**src/rtl/i2c_bus_capture.sv**
```systemverilog
// ---------------------------------------------------------------------------
// i2c_bus_capture
//   Passive I2C bus monitor. Synchronizes scl/sda into the clk domain,
//   detects START / STOP, and collects data bytes in pairs. Each pair is
//   presented as one 16-bit word together with its two ACK bits.
//
// Ports
//   clk          system clock, must run at least 8x the SCL frequency
//   rst          synchronous active-high reset
//   scl, sda     raw bus lines, asynchronous to clk
//   o_data       last captured word, first byte in [15:8], second in [7:0]
//   o_data_valid one-cycle pulse when o_data / o_ack update
//   o_ack        ACK bits of the word, [1] first byte, [0] second byte
//   o_busy       high from a START until the next STOP
//   o_frame_err  one-cycle pulse when a STOP / repeated START cuts a word
// ---------------------------------------------------------------------------
`timescale 1ns/1ps
module i2c_bus_capture #(
  parameter int SYNC_STAGES = 2
) (
  input  logic        clk,
  input  logic        rst,
  input  logic        scl,
  input  logic        sda,
  output logic [15:0] o_data,
  output logic        o_data_valid,
  output logic [1:0]  o_ack,
  output logic        o_busy,
  output logic        o_frame_err
);

  typedef enum logic [1:0] {
    IDLE = 2'd0,
    BITS = 2'd1,
    ACK  = 2'd2
  } state_t;

  logic [SYNC_STAGES-1:0] scl_sync_r;
  logic [SYNC_STAGES-1:0] sda_sync_r;
  logic                   scl_d_r;
  logic                   sda_d_r;

  logic scl_s, sda_s;
  logic start_s, stop_s, scl_rise_s, scl_fall_s;
  logic trunc_s;
  logic [2:0] pend_bits_s;

  state_t      state_r, state_s;
  logic [2:0]  bit_cnt_r, bit_cnt_s;
  logic        byte_idx_r, byte_idx_s;
  logic        pend_r, pend_s;
  logic [7:0]  shift_r, shift_s;
  logic [7:0]  byte0_r, byte0_s;
  logic        ack0_r, ack0_s;
  logic [15:0] data_r, data_s;
  logic [1:0]  ack_r, ack_s;
  logic        valid_r, valid_s;
  logic        busy_r, busy_s;
  logic        ferr_r, ferr_s;

  // Synchronizer chains plus one delayed copy for edge detection; reset to idle bus.
  always_ff @(posedge clk) begin
    if (rst) begin
      scl_sync_r <= {SYNC_STAGES{1'b1}};
      sda_sync_r <= {SYNC_STAGES{1'b1}};
      scl_d_r    <= 1'b1;
      sda_d_r    <= 1'b1;
    end else begin
      scl_sync_r <= {scl_sync_r[SYNC_STAGES-2:0], scl};
      sda_sync_r <= {sda_sync_r[SYNC_STAGES-2:0], sda};
      scl_d_r    <= scl_sync_r[SYNC_STAGES-1];
      sda_d_r    <= sda_sync_r[SYNC_STAGES-1];
    end
  end

  assign scl_s      = scl_sync_r[SYNC_STAGES-1];
  assign sda_s      = sda_sync_r[SYNC_STAGES-1];
  assign start_s    = scl_s & sda_d_r & ~sda_s;
  assign stop_s     = scl_s & ~sda_d_r & sda_s;
  assign scl_rise_s = scl_s & ~scl_d_r;
  assign scl_fall_s = ~scl_s & scl_d_r;

  // A STOP or repeated START is always preceded by an scl rise that the
  // shifter samples as a data bit. pend_r marks such a bit whose high phase
  // is still running, so it is not counted as received data when judging
  // whether the condition cut a word short.
  assign pend_bits_s = {2'b00, pend_r};
  assign trunc_s     = byte_idx_r
                     | ((state_r == BITS) & (bit_cnt_r != pend_bits_s))
                     | ((state_r == ACK) & pend_r);

  // Next-state and next-output logic; bus conditions outrank bit sampling.
  always_comb begin
    state_s    = state_r;
    bit_cnt_s  = bit_cnt_r;
    byte_idx_s = byte_idx_r;
    pend_s     = pend_r;
    shift_s    = shift_r;
    byte0_s    = byte0_r;
    ack0_s     = ack0_r;
    data_s     = data_r;
    ack_s      = ack_r;
    valid_s    = 1'b0;
    busy_s     = busy_r;
    ferr_s     = 1'b0;
    case (state_r)
      IDLE: begin
        if (start_s) begin
          state_s    = BITS;
          bit_cnt_s  = 3'd0;
          byte_idx_s = 1'b0;
          pend_s     = 1'b0;
          busy_s     = 1'b1;
        end else begin
          state_s = IDLE;
        end
      end
      BITS, ACK: begin
        if (stop_s) begin
          state_s    = IDLE;
          bit_cnt_s  = 3'd0;
          byte_idx_s = 1'b0;
          pend_s     = 1'b0;
          busy_s     = 1'b0;
          ferr_s     = trunc_s;
        end else if (start_s) begin
          state_s    = BITS;
          bit_cnt_s  = 3'd0;
          byte_idx_s = 1'b0;
          pend_s     = 1'b0;
          ferr_s     = trunc_s;
        end else if (scl_rise_s) begin
          if (state_r == BITS) begin
            shift_s = {shift_r[6:0], sda_s};
            pend_s  = 1'b1;
            if (bit_cnt_r == 3'd7) begin
              bit_cnt_s = 3'd0;
              state_s   = ACK;
            end else begin
              bit_cnt_s = bit_cnt_r + 3'd1;
            end
          end else begin
            pend_s  = 1'b0;
            state_s = BITS;
            if (!byte_idx_r) begin
              byte0_s    = shift_r;
              ack0_s     = sda_s;
              byte_idx_s = 1'b1;
            end else begin
              data_s     = {byte0_r, shift_r};
              ack_s      = {ack0_r, sda_s};
              valid_s    = 1'b1;
              byte_idx_s = 1'b0;
            end
          end
        end else if (scl_fall_s) begin
          pend_s = 1'b0;
        end else begin
          pend_s = pend_r;
        end
      end
      default: begin
        state_s = IDLE;
        busy_s  = 1'b0;
      end
    endcase
  end

  // Capture state, counters and registered outputs.
  always_ff @(posedge clk) begin
    if (rst) begin
      state_r    <= IDLE;
      bit_cnt_r  <= 3'd0;
      byte_idx_r <= 1'b0;
      pend_r     <= 1'b0;
      shift_r    <= 8'h00;
      byte0_r    <= 8'h00;
      ack0_r     <= 1'b0;
      data_r     <= 16'h0000;
      ack_r      <= 2'b00;
      valid_r    <= 1'b0;
      busy_r     <= 1'b0;
      ferr_r     <= 1'b0;
    end else begin
      state_r    <= state_s;
      bit_cnt_r  <= bit_cnt_s;
      byte_idx_r <= byte_idx_s;
      pend_r     <= pend_s;
      shift_r    <= shift_s;
      byte0_r    <= byte0_s;
      ack0_r     <= ack0_s;
      data_r     <= data_s;
      ack_r      <= ack_s;
      valid_r    <= valid_s;
      busy_r     <= busy_s;
      ferr_r     <= ferr_s;
    end
  end

  assign o_data       = data_r;
  assign o_ack        = ack_r;
  assign o_data_valid = valid_r;
  assign o_busy       = busy_r;
  assign o_frame_err  = ferr_r;

endmodule

```
**config.mk**
```make
export PLATFORM = sky130hd
export DESIGN_NAME = i2c_bus_capture
export DESIGN_NICKNAME = d
export VERILOG_FILES = /design/src/rtl/i2c_bus_capture.sv
export SDC_FILE = /design/constraint.sdc
export NUM_CORES = 1
export LEC_CHECK = 0
export ABC_AREA = 0
export CORE_MARGIN = 5
export CORE_UTILIZATION = 35
export DETAILED_ROUTE_END_ITERATION = 7
export PLACE_DENSITY = 0.59
export SLEW_MARGIN = 20
export SYNTH_ARGS = -nofsm -noshare
export SYNTH_HDL_FRONTEND = slang
export SYNTH_SLANG_ARGS = --single-unit
```
**constraint.sdc**
```tcl
create_clock -name clk -period 1.89 [get_ports clk]
set_input_delay 0.189 -clock clk [delete_from_list [all_inputs] [get_ports clk]]
set_output_delay 0.189 -clock clk [all_outputs]
set_load 0.05 [all_outputs]
```
==> impl_metrics.tcl <==
set metrics [dict create \
    antenna_found_initial 0 \
    period_share 0.937 \
    tightest_slew_ps 518 \
    max_freq_ghz 0.565 \
    dr.pass1.iters 4 \
    cts_hold_buffers 0 \
    overflow 0 \
    cap_viol_max_count 0 \
    cp_max_fo 9 \
    yosys_warnings 0 \
    synth_commonest_cells "dfxtp_1 (51), nor2_1 (40), mux2i_1 (35)" \
    grt_pass1_vias 1453 \
    gp_congestion 0.841 \
    dr_total_vias 1527 \
    synth.avg_cell_area_um2 10.2 \
    slew_headroom 0.654 \
    worst_hold_path.endpoint "scl_sync_r[1]$_SDFF_PP1_" \
    r2r_slack_ps 120 \
    cts_buffers 5 \
    synth_top_area_share 0.474 \
    dpl_cell_area_um2 2470 \
    ys_seq_elements 51 \
    initial_core_util 0.361 \
    syn_inst 210 \
    finClkSkew_ps 4.22 \
    dp_hpwl_um 2690 \
    clk_path_buf_depth 2 \
    register_area_um2 1020 \
    timing.rr.end "o_data[6]$_SDFFE_PP0P_" \
    netlist_area_um2 2150 \
    io_buffers 24 \
    final_nets 252 \
    die_w_um 88.4 \
    async_flop_share 0 \
    hold-path-cell-count 1 \
    core-area_um2 5960 \
    nFillCells 612 \
    die_h_um 88.4 \
    critPathArrivalTime_ps 1960 \
    drc 0 \
    power.leakage_uw 0.00100 \
    ir_worst_vdd_uv 288 \
    multi_input_area_um2 1030 \
    fin_crit_ps 1770 \
    synth.most_common_cell "dfxtp_1" \
    yosysSeqAreaShare 0.474 \
    crit_required_ps 2080 \
    run_status "completed" \
    r2r-start "state_r[0]$_SDFFE_PP0P_" \
    yosysUniqueCellTypes 39 \
    rr_worst_depth 7 \
    hold_viol 0 \
    synth_ff_type "dfxtp_1" \
    htreeDepth 2 \
    grt_max_degree 32 \
    ant_nets 0 \
    area_delta_synth_final_pct 21.7 \
    hold_class "flop to flop" \
    stdcell_area_um2 2620 \
    grt_first_pass_wirelength_um 6750 \
    wl_per_cell_um 12.8 \
    path_class "flop to flop" \
    drt_iter0_drc 86 \
    n_antenna_cell 0 \
    setup_violations 0 \
    num_rows 28 \
    yosysTopAreaCell "dfxtp_1" \
    worstSkewPairLatency_ps 300 \
    cts_root_buf "clkbuf_8" \
    postCtsResizedCells 0 \
    syn-num-nets 222 \
    ios 25 \
    layoutNonFillerInstCount 316 \
    power_density_nw_per_um2 709 \
    drt-vias-per-instance 4.83 \
    endpoint_kind "flop" \
    cts_num_sinks 51 \
    clkSlewWorstSetupHoldPaths_ps 90 \
    slew_viol_final 0 \
    cp-start-kind "flop" \
    synth_area_leaders "dfxtp_1 (47%), mux2i_1 (16%), nor2_1 (7.0%), ha_1 (4.7%), buf_6 (2.1%)" \
    dieArea_um2 7820 \
    drive_gt1_frac 0.129 \
    post_cts_buffers 0 \
    synth_edf_count 0 \
    grt_usage 0.110 \
    dp.cells 307 \
    wl_um 4040 \
    timing.setup.tns_ps 0 \
    cts_tree "done" \
    hp-start "scl_sync_r[0]$_SDFF_PP1_" \
]
through the flow:
step / total power [uW] / util / worst slack (ps) / hold WS, ps
global placement: 1220 / 0.415 / 120 / 392
CTS: 1880 / 0.432 / 41.3 / 416
global route: 1940 / 0.440 / -5.63 / 430
finish: 1860 / 0.440 / 119 / 414
detailed placement: 1220 / 0.415 / 67.0 / 393
floorplan: 1190 / - / 95.4 / 293
per-layer routing:
| metal | global-route usage | routed length [um] |
|---|---|---|
| met2 | 0.171 | 1820 |
| met3 | 0.0307 | 148 |
| met4 | 0.0412 | 60 |
| met5 | 0 | 0 |
| met1 | 0.146 | 2010 |
layout make-up:
cell class	count	share of cell area
Timing Repair Buffer	35	0.135
Multi-Input combinational cell	140	0.392
Clock buffer	6	0.0315
Sequential cell	51	0.390
Tap cell	75	0.0358
Clock inverter	2	0.00621
Inverter	7	0.0100
sequential cells by signal, summed over array words and instances, names as in the netlist:
name          count
ack0_r            1
bit_cnt_r         3
byte0_r           8
byte_idx_r        1
o_ack             2
o_busy            1
o_data           16
o_data_valid      1
o_frame_err       1
pend_r            1
scl_d_r           1
scl_sync_r        2
sda_d_r           1
sda_sync_r        2
shift_r           8
state_r           2
logic make-up (layout without fill, tap and decap cells):
| group | after synthesis | count (layout) | synth area share |
|---|---|---|---|
| fa+ha+maj | 8 | 8 | 0.0465 |
| buf+inv | 19 | 50 | 0.0599 |
| compound gates | 25 | 25 | 0.0779 |
| mux | 35 | 35 | 0.163 |
| simple gates | 72 | 72 | 0.178 |
| flops | 51 | 51 | 0.474 |
layout by cell type, fill, tap and decap left out, types with 2 or more instances in the layout:
| cell | instances |
|---|---|
| clkbuf_8 | 6 |
| nor4_1 | 2 |
| nand3b_1 | 3 |
| clkdlybuf4s50_1 | 24 |
| a32o_1 | 2 |
| nor3_1 | 3 |
| a22o_1 | 3 |
| a21oi_1 | 8 |
| dfxtp_1 | 50 |
| nand3_1 | 4 |
| nor2_1 | 40 |
| inv_1 | 7 |
| or2_2 | 6 |
| o21ai_0 | 5 |
| nand2_1 | 2 |
| buf_4 | 9 |
| ha_1 | 7 |
| mux2i_1 | 35 |
how the worst max path moves through the flow:
stage,start,to,slack [ps],cells past startpoint
2_1_floorplan,state_r[0]$_SDFFE_PP0P_,o_ack[1]$_SDFFE_PP0P_,100,9
4_1_cts,state_r[0]$_SDFFE_PP0P_,bit_cnt_r[2]$_SDFFE_PP0P_,40,7
6_report,state_r[0]$_SDFFE_PP0P_,o_data[6]$_SDFFE_PP0P_,120,7
3_5_place_dp,state_r[0]$_SDFFE_PP0P_,bit_cnt_r[1]$_SDFFE_PP0P_,70,7
5_1_grt,sda_sync_r[1]$_SDFF_PP1_,o_data[4]$_SDFFE_PP0P_,-6,5
3_3_place_gp,state_r[0]$_SDFFE_PP0P_,o_data[2]$_SDFFE_PP0P_,120,7
worst max-delay path, cell delays in order, from the launching register on:
cell	delay (ps)
dfxtp_2	370
inv_1	90
ha_4	290
nand4b_1	170
nor3_4	260
clkbuf_16	230
mux2i_1	190
nor2_1	50
where the power goes:
part	total, uW	internal, uW	switching (uW)	leakage, uW
Clock	660	299	361	0.0000474
Sequential	1090	1080	6.64	0.000412
Combinational	109	43.7	65.0	0.000542
(Power assumes the default switching activity.)
